$ cat config.mk
export PLATFORM = sky130hd
export DESIGN_NAME = register_bank
export DESIGN_NICKNAME = d
export VERILOG_FILES = /design/src/rtl/register_bank.sv
export SDC_FILE = /design/constraint.sdc
export NUM_CORES = 1
export LEC_CHECK = 0
export CAP_MARGIN = 10
export CORE_ASPECT_RATIO = 0.6
export CORE_MARGIN = 5
export CORE_UTILIZATION = 40
export DETAILED_ROUTE_END_ITERATION = 10
export HOLD_SLACK_MARGIN = 0.15
export PLACE_DENSITY = 0.64
export SLEW_MARGIN = 25
export SYNTH_ARGS = -nofsm -noshare
export SYNTH_HDL_FRONTEND = slang
export SYNTH_SLANG_ARGS = --single-unit
$ cat constraint.sdc
create_clock -name clk -period 3.95 [get_ports clk]
set_clock_uncertainty 0.2 [all_clocks]
set_input_delay 1.185 -clock clk [delete_from_list [all_inputs] [get_ports clk]]
set_output_delay 1.185 -clock clk [all_outputs]
set_load 0.02 [all_outputs]
$ cat src/rtl/register_bank.sv
// Parametrised register bank: one write port, two combinational read ports, and a clear sweeper.
// Optional write-first forwarding on the read ports is enabled by REGISTER_BANK_BYPASS_EN.
module register_bank #(
  parameter int WIDTH = 16,
  parameter int DEPTH = 8,
  localparam int AW = $clog2(DEPTH)
) (
  input  logic             clk,
  input  logic             rst,
  input  logic [WIDTH-1:0] val,
  input  logic             load,
  input  logic [AW-1:0]    waddr,
  input  logic [AW-1:0]    raddr_a,
  input  logic [AW-1:0]    raddr_b,
  input  logic             clear,
  output logic [WIDTH-1:0] out_a,
  output logic [WIDTH-1:0] out_b,
  output logic             busy,
  output logic             drop
);

  typedef enum logic {
    IDLE,
    SWEEP
  } state_e;

  state_e           state_q, state_d;
  logic [AW-1:0]    idx_q, idx_d;
  logic             drop_q, drop_d;
  logic [WIDTH-1:0] mem_q [DEPTH];
  logic [WIDTH-1:0] mem_d [DEPTH];
  logic             wr_accept;

  function automatic logic in_range(input logic [AW-1:0] addr);
    return int'(addr) < DEPTH;
  endfunction

  assign wr_accept = (state_q == IDLE) && !clear && load && in_range(waddr);

  always_comb begin
    state_d = state_q;
    idx_d   = idx_q;
    drop_d  = 1'b0;
    mem_d   = mem_q;
    unique case (state_q)
      IDLE: begin
        if (clear) begin
          // Clear wins over a coincident load; that load is reported as dropped.
          state_d = SWEEP;
          idx_d   = '0;
          drop_d  = load;
        end else if (load) begin
          if (in_range(waddr)) begin
            mem_d[waddr] = val;
          end else begin
            drop_d = 1'b1;
          end
        end
      end
      SWEEP: begin
        mem_d[idx_q] = '0;
        drop_d       = load;
        if (idx_q == AW'(DEPTH - 1)) begin
          state_d = IDLE;
          idx_d   = '0;
        end else begin
          idx_d = idx_q + 1'b1;
        end
      end
      default: state_d = IDLE;
    endcase
  end

  always_ff @(posedge clk) begin
    if (rst) begin
      state_q <= IDLE;
      idx_q   <= '0;
      drop_q  <= 1'b0;
      mem_q   <= '{default: '0};
    end else begin
      state_q <= state_d;
      idx_q   <= idx_d;
      drop_q  <= drop_d;
      mem_q   <= mem_d;
    end
  end

  always_comb begin
    out_a = '0;
    out_b = '0;
    if (in_range(raddr_a)) out_a = mem_q[raddr_a];
    if (in_range(raddr_b)) out_b = mem_q[raddr_b];
`ifdef REGISTER_BANK_BYPASS_EN
    if (wr_accept && (raddr_a == waddr)) out_a = val;
    if (wr_accept && (raddr_b == waddr)) out_b = val;
`endif
  end

  assign busy = (state_q == SWEEP);
  assign drop = drop_q;

`ifndef REGISTER_BANK_BYPASS_EN
  logic unused_wr_accept;
  assign unused_wr_accept = wr_accept;
`endif

endmodule

==> results by group <==
STA
  • F_max: about 0.25 GHz
  • Max Transition Viols Final: 0
  • Worst setup margin: 19.0 ps
  • Least-Margin Pin Slew: 967 ps
  • Max-slew headroom: 0.356
  • Period utilization: 0.995
  • Final min period: 3930 ps
  • RSZ-0062 raised after global routing: no
  • # setup viols final: 0
  • Final hold vios: 0
  • Setup TNS: 0 ps

Routing
  • DRT Pass-1 Iters: 6
  • DRC Markers: 0
  • ANT nets after route: 0
  • Post-Route WL: about 25 mm
  • Vias per cell: 6.53
  • 1st-iter DRT viols: 719
  • DR vias: 5994
  • WL per Instance: 26.8 um

Power and ir drop
  • Comb pwr share: 0.105
  • Clock power frac: 0.509
  • Leakage: roughly 3.2 nW
  • Flop pwr share: 0.386
  • Switching power: between 0.0008 and 0.0009 W
  • Pwr Density: 401 mW/mm2
  • Sw Share: 0.239
  • Cell-internal power: 0.00271 W
  • Max VDD drop: 241 uV

Die
  • Die height: 112 um
  • Initial core utilization: 0.408
  • Die X: approximately 180 um
  • Die Area: 0.0203 mm2
  • Row count: 37
  • Core footprint: 0.0172 mm2
  • I/O pin cnt: 63

Final layout
  • Nets: ~700
  • Fillers: 1425
  • Final instance area: 0.00888 mm2
  • Post-route insts no fill: ~900
  • Core Util, Final: 0.517
  • Antenna Cells: 0
  • Proportion of layout cells with a drive suffix above 1: 0.326
  • Synth-to-layout area growth: 26.8%

Yosys
  • Yosys reg bits: 133
  • Post-synth top area share: 0.380
  • Count leader, synth: dfxtp_1
  • Synth cell count leaders: 133 x dfxtp_1, 112 x a31o_1, 112 x nor3_1, 64 x mux4_2, 45 x clkbuf_1
  • Post-synth EDFFs: 0
  • Largest area contributor in the netlist: dfxtp_1
  • Async SR Flop Fraction: 0
  • Top cells by area, synth: dfxtp_1 38%, mux4_2 21%, a31o_1 14%, nor3_1 8.0%, mux2_2 5.1%
  • Main synth FF type: dfxtp_1
  • Cell variety after synth: 30
  • Mapped Cells: ~630
  • Avg Inst Size Synth: ~11 um2
  • Sequential share of the synthesized area: 0.380
  • Mapped cell area: 0.00700 mm2
  • Mapped Nets: 660
  • Synth Warn #: 0

Job
  • Max Cap Viol: 0

Run status
  • Outcome: completed

Setup path
  • CP Launch Point: raddr_b[2]
  • Worst path max stage delay: 510 ps
  • Setup crit start kind: primary input
  • Maximum fanout along the worst path: 8
  • Crit-path slowest cell: mux4_2
  • WS Path Type: in2out
  • Cell repeated most along the worst path: buf_12
  • CP arrival: 2550 ps
  • Worst r2r src: busy
  • Cell Chain, Critical Path: buf_8 > buf_12 > buf_12 > mux4_2 > mux2_4 > buf_4
  • Endpoint class of the critical path: output port
  • Critical Path RT: between 2000 and 3000 ps

Global routing
  • Initial antenna violation count: 0
  • First-pass GRT wire length: 37.3 mm
  • GRT Total Usage: 0.239
  • Largest net degree at the start of global routing: 36
  • Vias in the first global route: 6145
  • Remaining Overflow, GRT: 0

CTS
  • Maximum root-to-sink buffer count: 2
  • Cts bufs inserted: 17
  • CTS tree: built
  • Clock transition at path regs: 60 ps
  • Clk root buf: clkbuf_16
  • H-Tree Depth: 4
  • Hold Buf Count CTS: 0
  • Clk sinks: 133
  • Worst skew pair latency: ~420 ps

Placed design
  • Setup WS pre-CTS: -626 ps
  • Post-DP HPWL: 15.4 mm
  • Routability cong.: approximately 0.83
  • Port bufs: 62
  • DP Area: 0.00805 mm2
  • Placed cell count: 876

Min path
  • HP Class: reg2reg
  • HP Start: mem_q[0]
==> worst max-delay path, delay by kind of cell <==
| family | cells | cell delay [ps] |
|---|---|---|
| muxes | 2 | 790 |
| buffers and inverters | 4 | 550 |
==> path summary, 6_finish.rpt <==
kind	slack, ps	endpoint	cells past startpoint
worst min register to register	270	mem_q[0]	2
worst min-delay path	270	mem_q[0]	2
worst max register to register	1360	mem_q[94]	4
worst max-delay path	20	out_b[1]	6
==> flip-flops by register name, summed over array words and instances (netlist names) <==
signal,flops
mem_q,128
idx_q,3
busy,1
drop,1
==> power groups by stage <==
stage / registers (W) / logic (W) / clock network (W)
floorplan: 0.00140 / 0.000188 / 0
global placement: 0.00140 / 0.000329 / 0
detailed placement: 0.00140 / 0.000338 / 0
CTS: 0.00137 / 0.000365 / 0.00182
global route: 0.00137 / 0.000388 / 0.00188
finish: 0.00137 / 0.000376 / 0.00181
==> cells by family after synthesis <==
group                      count (synthesis)  share of synthesized area
buffers and inverters                     90                     0.0567
AOI/OAI and AO/OA                        124                      0.154
adders and majority gates                  2                    0.00357
and+or+nand+nor                          168                      0.125
DFF                                      133                      0.380
muxes                                    112                      0.280
==> cells in the final DEF (no fill, tap or decap), types with 4 or more instances in the layout <==
master / synthesis / final
buf_2: 20 / 22
nor2_1: 5 / 5
nor3_1: 112 / 112
clkbuf_16: 0 / 17
buf_8: 0 / 4
mux2_2: 32 / 27
mux2_4: 0 / 5
mux4_2: 64 / 64
clkdlybuf4s15_2: 0 / 5
a31o_1: 112 / 112
buf_12: 0 / 17
nor3b_1: 4 / 4
or2_1: 7 / 7
buf_4: 1 / 29
clkbuf_8: 0 / 4
a21oi_1: 4 / 4
bufinv_16: 0 / 5
dfxtp_1: 133 / 133
clkdlybuf4s50_1: 0 / 26
mux2i_1: 16 / 16
nand2_1: 16 / 16
nand2b_1: 16 / 16
==> metal layers <==
metal | GRT usage | share of wire
met1 | 0.319 | 0.41
met2 | 0.374 | 0.46
met4 | 0.0906 | 0.029
met5 | 0 | 0
met3 | 0.0635 | 0.094
==> layout make-up <==
type / count / area, um2 / area share
Inverter: 2 / 7.51 / 0.000846
Tap cell: 234 / 293 / 0.0330
Multi-Input combinational cell: 406 / 4010 / 0.452
Sequential cell: 133 / 2660 / 0.300
Clock buffer: 21 / 480 / 0.0541
Clock inverter: 11 / 195 / 0.0220
Timing Repair Buffer: 111 / 1230 / 0.138
==> per-stage QoR <==
stage          total power [W]  hold WS [ps]
2_1_floorplan          0.00158           241
3_3_place_gp           0.00173           252
3_5_place_dp           0.00174           261
4_1_cts                0.00356           273
5_1_grt                0.00365           295
6_report               0.00356           273
==> timing repair <==
action / in CTS / in global routing
setup buffers: 5 / 0
cloned: 5 / 0
endpoints found under the setup margin: 32 / 9
gates resized for setup: 150 / 12
(Power assumes the default switching activity.)
